==> src/rtl/exp3_sweep_ctrl_if.sv <==
// Bundle between the exp_3 self-test sequencer, its front end and the exp_3 block.
// Latency: none (wires only).
// Backpressure: none; start/abort are single-cycle pulses, status outputs are levels.
// Ports/signals:
//   start, abort          : front-end requests to the sequencer
//   dut_a/b/c             : vector driven to the exp_3 block
//   dut_x/y               : exp_3 outputs returned to the sequencer
//   busy, done, pass      : sweep status
//   err_count, fail_mask  : mismatch summary of the last sweep
//   results               : captured {y,x} per vector, vector i at [2i+1:2i]
interface exp3_sweep_ctrl_if;
  logic        start;
  logic        abort;
  logic        dut_a;
  logic        dut_b;
  logic        dut_c;
  logic        dut_x;
  logic        dut_y;
  logic        busy;
  logic        done;
  logic        pass;
  logic [3:0]  err_count;
  logic [7:0]  fail_mask;
  logic [15:0] results;

  // Front end plus the exp_3 block: drives requests and DUT outputs.
  modport master (
    output start, abort, dut_x, dut_y,
    input  dut_a, dut_b, dut_c, busy, done, pass, err_count, fail_mask, results
  );

  // The sweep sequencer.
  modport slave (
    input  start, abort, dut_x, dut_y,
    output dut_a, dut_b, dut_c, busy, done, pass, err_count, fail_mask, results
  );
endinterface

==> src/rtl/exp3_sweep_ctrl.sv <==
// Self-test sequencer: drives all 8 vectors to exp_3, samples x/y, compares with a golden model.
// Latency: done pulses 8*(SETTLE_CYCLES+1)+1 cycles after the accepted start edge.
// Backpressure: none; start is ignored unless idle, abort cancels a sweep in progress.
// Ports:
//   clk, rst_n : clock (rising edge) and asynchronous active-low reset
//   bus        : slave side of exp3_sweep_ctrl_if (requests, DUT vector/response, status)
module exp3_sweep_ctrl #(
  parameter int SETTLE_CYCLES = 2  // legal 1..15
) (
  input  logic            clk,
  input  logic            rst_n,
  exp3_sweep_ctrl_if.slave bus
);

  localparam logic [1:0] ST_IDLE   = 2'd0;
  localparam logic [1:0] ST_SETTLE = 2'd1;
  localparam logic [1:0] ST_SAMPLE = 2'd2;
  localparam logic [1:0] ST_DONE   = 2'd3;

  localparam logic [3:0] SETTLE_LAST = 4'(SETTLE_CYCLES - 1);

  logic [1:0]  state;
  logic [3:0]  cnt;
  logic [2:0]  idx;      // doubles as the driven vector {a,b,c}
  logic        done_q;
  logic        pass_q;
  logic [3:0]  err_q;
  logic [7:0]  fail_q;
  logic [15:0] res_q;

  logic        x_exp;
  logic        y_exp;
  logic        mismatch;
  logic [3:0]  err_nxt;

  // Golden model for the vector currently applied.
  always_comb begin
    x_exp    = ~idx[0] ^ (idx[2] | idx[1]);
    y_exp    = idx[2] & idx[1];
    mismatch = (bus.dut_x != x_exp) || (bus.dut_y != y_exp);
    err_nxt  = err_q + (mismatch ? 4'd1 : 4'd0);
  end

  always_ff @(posedge clk or negedge rst_n) begin
    if (!rst_n) begin
      state  <= ST_IDLE;
      cnt    <= 4'd0;
      idx    <= 3'd0;
      done_q <= 1'b0;
      pass_q <= 1'b0;
      err_q  <= 4'd0;
      fail_q <= 8'd0;
      res_q  <= 16'd0;
    end else begin
      done_q <= 1'b0;
      case (state)
        ST_IDLE: begin
          if (bus.start && !bus.abort) begin
            res_q  <= 16'd0;
            fail_q <= 8'd0;
            err_q  <= 4'd0;
            pass_q <= 1'b0;
            idx    <= 3'd0;
            cnt    <= 4'd0;
            state  <= ST_SETTLE;
          end
        end
        ST_SETTLE: begin
          if (bus.abort) begin
            idx    <= 3'd0;
            cnt    <= 4'd0;
            pass_q <= 1'b0;
            state  <= ST_IDLE;
          end else begin
            cnt <= cnt + 4'd1;
            if (cnt == SETTLE_LAST) state <= ST_SAMPLE;
          end
        end
        ST_SAMPLE: begin
          // An abort here wins over the capture so the partial results stay consistent.
          if (bus.abort) begin
            idx    <= 3'd0;
            cnt    <= 4'd0;
            pass_q <= 1'b0;
            state  <= ST_IDLE;
          end else begin
            res_q[{idx, 1'b0} +: 2] <= {bus.dut_y, bus.dut_x};
            if (mismatch) begin
              fail_q[idx] <= 1'b1;
              err_q       <= err_nxt;
            end
            if (idx == 3'd7) begin
              // err_nxt already folds in vector 7, so pass is valid from DONE onward.
              done_q <= 1'b1;
              pass_q <= (err_nxt == 4'd0);
              state  <= ST_DONE;
            end else begin
              idx   <= idx + 3'd1;
              cnt   <= 4'd0;
              state <= ST_SETTLE;
            end
          end
        end
        default: begin  // ST_DONE
          idx   <= 3'd0;
          state <= ST_IDLE;
        end
      endcase
    end
  end

  assign bus.dut_a     = idx[2];
  assign bus.dut_b     = idx[1];
  assign bus.dut_c     = idx[0];
  assign bus.busy      = (state == ST_SETTLE) || (state == ST_SAMPLE);
  assign bus.done      = done_q;
  assign bus.pass      = pass_q;
  assign bus.err_count = err_q;
  assign bus.fail_mask = fail_q;
  assign bus.results   = res_q;

endmodule

==> src/flat_wrapper.sv <==
// flat-port wrapper written by rule: the top's interface ports become plain ports
module exp3_sweep_ctrl_flat 
#(
  parameter int SETTLE_CYCLES = 2                
)
  (clk, rst_n, bus_start, bus_abort, bus_dut_x, bus_dut_y, bus_dut_a, bus_dut_b, bus_dut_c, bus_busy, bus_done, bus_pass, bus_err_count, bus_fail_mask, bus_results);
  exp3_sweep_ctrl_if bus_i ();
  input  logic clk;
  input  logic rst_n;
  input wire logic [$bits(bus_i.start)-1:0] bus_start;
  input wire logic [$bits(bus_i.abort)-1:0] bus_abort;
  input wire logic [$bits(bus_i.dut_x)-1:0] bus_dut_x;
  input wire logic [$bits(bus_i.dut_y)-1:0] bus_dut_y;
  output wire logic [$bits(bus_i.dut_a)-1:0] bus_dut_a;
  output wire logic [$bits(bus_i.dut_b)-1:0] bus_dut_b;
  output wire logic [$bits(bus_i.dut_c)-1:0] bus_dut_c;
  output wire logic [$bits(bus_i.busy)-1:0] bus_busy;
  output wire logic [$bits(bus_i.done)-1:0] bus_done;
  output wire logic [$bits(bus_i.pass)-1:0] bus_pass;
  output wire logic [$bits(bus_i.err_count)-1:0] bus_err_count;
  output wire logic [$bits(bus_i.fail_mask)-1:0] bus_fail_mask;
  output wire logic [$bits(bus_i.results)-1:0] bus_results;
  assign bus_i.start = bus_start;
  assign bus_i.abort = bus_abort;
  assign bus_i.dut_x = bus_dut_x;
  assign bus_i.dut_y = bus_dut_y;
  assign bus_dut_a = bus_i.dut_a;
  assign bus_dut_b = bus_i.dut_b;
  assign bus_dut_c = bus_i.dut_c;
  assign bus_busy = bus_i.busy;
  assign bus_done = bus_i.done;
  assign bus_pass = bus_i.pass;
  assign bus_err_count = bus_i.err_count;
  assign bus_fail_mask = bus_i.fail_mask;
  assign bus_results = bus_i.results;
  exp3_sweep_ctrl #(.SETTLE_CYCLES(SETTLE_CYCLES)) u_core (.clk(clk), .rst_n(rst_n), .bus(bus_i));
endmodule
==> config.mk <==
export PLATFORM = sky130hd
export DESIGN_NAME = exp3_sweep_ctrl_flat
export DESIGN_NICKNAME = d
export VERILOG_FILES = /design/src/rtl/exp3_sweep_ctrl_if.sv /design/src/rtl/exp3_sweep_ctrl.sv /design/src/flat_wrapper.sv
export SDC_FILE = /design/constraint.sdc
export NUM_CORES = 1
export LEC_CHECK = 0
export ABC_AREA = 1
export CAP_MARGIN = 20
export CELL_PAD_IN_SITES_DETAIL_PLACEMENT = 0
export CELL_PAD_IN_SITES_GLOBAL_PLACEMENT = 1
export CORE_MARGIN = 3
export CORE_UTILIZATION = 25
export CTS_BUF_LIST = sky130_fd_sc_hd__clkbuf_4 sky130_fd_sc_hd__clkbuf_8
export CTS_CLUSTER_SIZE = 24
export DETAILED_ROUTE_END_ITERATION = 10
export GPL_TIMING_DRIVEN = 0
export PLACE_DENSITY_LB_ADDON = 0.25
export SYNTH_ARGS = -nofsm -noshare
export SYNTH_HDL_FRONTEND = slang
export SYNTH_SLANG_ARGS = --single-unit
==> constraint.sdc <==
create_clock -name clk -period 3 [get_ports clk]
set_clock_uncertainty 0.2 [all_clocks]
set_input_delay 0.75 -clock clk [delete_from_list [all_inputs] [get_ports clk]]
set_output_delay 0.75 -clock clk [all_outputs]
set_load 0.01 [all_outputs]
==> results.yml, run 1 <==
floorplanning:
  die-area_um2: 10300
  std_cell_rows: 34
  start_util: 0.259
  core-area_um2: 8810
  die_h_um: 102
  die_w_um: 102
  io_pins: 40
layout:
  multi_input_area_um2: 1110
  stdcell_count: 470
  nFillCells: 940
  insertedDiodeCount: 0
  final_layout_size_suffix_gt1_frac: 0.0884
  synthToLayoutAreaGrowth_pct: 29.5
  seq_area_um2: 976
  nNetsFinal: 381
clock_tree:
  clock_latency_ns: 0.29
  numCtsBuffers: 5
  htree_levels: 2
  cts_tree: "yes"
  root_buffer: "clkbuf_8"
  cts.clk_slew.worst_paths_ns: 0.08
  cts_buffer_depth: 2
  cts.sink_count: 39
grt:
  grt_use_total: 0.120
  grt_pass1_vias: 2129
  grt_overflow: 0
  grt_max_degree: 22
  antenna_found_initial: 0
  grt_pass1_wl_um: 9920
detailed_routing:
  postRouteAntennaNets: 0
  drcViolationCount: 0
  wl_um: 5810
  drtIter0Drc: 87
  drt-wirelength-per-cell_um: 12.4
  viasPerCell: 4.38
  num_vias: 2059
  first_pass_iters: 4
sta:
  period_share: 0.909
  hold_violations: 0
  fin_crit_ns: 2.73
  fin_ws_ns: 0.272
  setup_viol: 0
  worst_slew_pin_slew_ns: 0.488
  timing.fmax_mhz: 367
  rsz0062_at_grt: "no"
  slew_viol_final: 0
  slew-limit-headroom: 0.675
  whs_ns: 0.207
synthesis:
  ys_types: 21
  synthMuxAreaShare: 0
  synth-seq-cells: 39
  yosys.area_share.simple: 0.357
  yosysSeqAreaShare: 0.428
  syn-num-nets: 332
  syn_inst: 312
  synth_fa_ha_area_frac: 0.0768
  synth-compound-area-share: 0.0505
  avgSynthCellArea_um2: 7.31
  syn_area_um2: 2280
  synth-xor-area-share: 0.00384
  synth_area_leaders: "dfrtp_1 43%, nand2_1 19%, nand3_1 8.6%, ha_1 7.7%, inv_1 5.3%"
  synth_top_family_by_area: "simple AND/OR/NAND/NOR gates"
  synthDominantAreaCellType: "dfrtp_1"
  yosysWarnings: 0
  synth_top_area_share: 0.428
outcome:
  status: "finished, final reports clean"
worst_setup_path:
  reg2reg_slack_ns: 0.27
  r2r_end: "u_core.bus.pass"
  crit_path_end_kind: "flip-flop"
  regToRegStartpoint: "u_core.idx[0]"
  worstPathRequired_ns: 3.04
  worstSetupStartpointType: "flip-flop"
  crit_path_end: "u_core.bus.pass"
  ff2ff_path_depth: 15
  cp_data_arrival_time_ns: 2.76
  cp-startpoint: "u_core.idx[0]"
  crit_fanout: 10
  crit_type: "reg -> reg"
power:
  power.leakage_nw: 1.49
  power-per-cell-area_nw_per_um2: 608
  ir_worst_vdd_mv: 0.258
worst_hold_path:
  worstHoldPathType: "in -> async"
place:
  io_buffers: 39
  dpl_worst_slack_ns: -0.0142
  hpwl_um: 4430
  routabilityCongestion: 0.806
  dp_cells: 460
run:
  cap_violations: 0
-- placed cells by master (no fill, tap or decap) --
cell type / Yosys / layout
nand4_1: 6 / 6
nand2_4: 1 / 1
clkbuf_8: 0 / 7
or2_2: 2 / 2
dfrtp_1: 39 / 39
nand2_1: 114 / 114
inv_1: 32 / 32
buf_16: 0 / 1
clkbuf_4: 0 / 2
inv_4: 1 / 1
nand2_2: 4 / 4
clkdlybuf4s50_1: 0 / 38
buf_6: 2 / 2
nor2_2: 1 / 2
nor2_1: 22 / 21
nand3b_1: 2 / 2
o21ai_0: 17 / 17
xnor2_1: 1 / 1
clkbuf_1: 1 / 1
a21oi_1: 6 / 6
nand3_1: 39 / 39
inv_2: 2 / 2
ha_1: 14 / 14
buf_2: 5 / 5
buf_4: 1 / 3
-- how the worst min path moves through the flow --
stage	cells past startpoint	slack, ns	start	end
after floorplan	0	0.25	rst_n	u_core.bus.done
after global routing	1	0.24	rst_n	u_core.bus.fail_mask[6]
after CTS	1	0.21	rst_n	u_core.bus.fail_mask[6]
after detailed placement	2	0.26	u_core.bus.results[13]	u_core.bus.results[13]
final	1	0.21	rst_n	u_core.bus.fail_mask[6]
after global placement	2	0.26	u_core.bus.results[14]	u_core.bus.results[14]
-- cell families after synthesis --
| kind of cell | Yosys count |
|---|---|
| buffers and inverters | 44 |
| xor gates and xnor gates | 1 |
| and+or+nand+nor | 191 |
| adders and majority gates | 14 |
| AOI/OAI and AO/OA | 23 |
| DFF | 39 |
-- layer usage --
metal,global-route usage,routed length (um),vias up
li1,-,-,1077
met1,0.152,2820,944
met2,0.207,2760,31
met3,0.0262,177,7
met4,0.0307,63,0
met5,0,0,-
-- state kept, by name, indices dropped and copies added, names as in the netlist --
register,cells
u_core.bus.fail_mask,8
u_core.bus.done,1
u_core.bus.results,16
u_core.idx,3
u_core.bus.err_count,4
u_core.state,2
u_core.bus.pass,1
u_core.cnt,4
-- power by group --
part | total (mW) | internal, mW | switching [mW]
sequential | 0.612 | 0.569 | 0.0424
combinational | 0.777 | 0.285 | 0.492
clock | 0.407 | 0.219 | 0.188
-- Yosys cell counts, drive strengths merged --
| master | instances |
|---|---|
| a21oi | 6 |
| buf | 8 |
| clkbuf | 1 |
| dfrtp | 39 |
| ha | 14 |
| inv | 35 |
| nand2 | 119 |
| nand3 | 39 |
| nand3b | 2 |
| nand4 | 6 |
| nor2 | 23 |
| o21ai | 17 |
| or2 | 2 |
| xnor2 | 1 |
-- critical path, cell delays in order (launching register included) --
cell and delay (ns):
dfrtp_1 0.38, clkbuf_4 0.21, inv_1 0.11, ha_1 0.32
inv_1 0.06, nand2_1 0.04, nand2_1 0.08, nand2_1 0.10
ha_1 0.24, ha_1 0.29, or2_2 0.29, nor2_1 0.10
nand2_1 0.06, nor2_1 0.09, nand2_1 0.05, nand2_1 0.05
-- per-stage QoR --
stage	cell area (um^2)	total power, mW	TNS, ns	util
after floorplan	2280	1.14	0	-
after global placement	2810	1.40	-3.51	0.319
after detailed placement	2830	1.41	-0.0142	0.321
after CTS	2930	1.83	0	0.333
after global routing	2950	1.96	0	0.335
final	2950	1.80	0	0.335
-- area by class of cell --
cell class	count	share of cell area
Buffer	9	0.0208
Clock buffer	8	0.0352
Inverter	35	0.0453
Multi-Input combinational cell	229	0.378
Tap cell	108	0.0458
Timing Repair Buffer	42	0.145
Sequential cell	39	0.331
-- timing repair --
item / in CTS / in global routing
endpoints found under the setup margin: 0 / 1
hold buffers: 0 / 0
resized for setup: 0 / 2
buffers inserted: 0 / 2
Note: power is estimated with default switching activity, not from simulation.
==> inputs of run 2 (changes only) <==
--- a/config.mk
+++ b/config.mk
@@ -15,6 +15,7 @@
 export CTS_CLUSTER_SIZE = 24
 export DETAILED_ROUTE_END_ITERATION = 10
 export GPL_TIMING_DRIVEN = 0
+export HOLD_SLACK_MARGIN = 0.1
 export PLACE_DENSITY_LB_ADDON = 0.25
 export SYNTH_ARGS = -nofsm -noshare
 export SYNTH_HDL_FRONTEND = slang
==> results of run 2 <==
Final layout, timing and power as in run 1 (identical DEF).
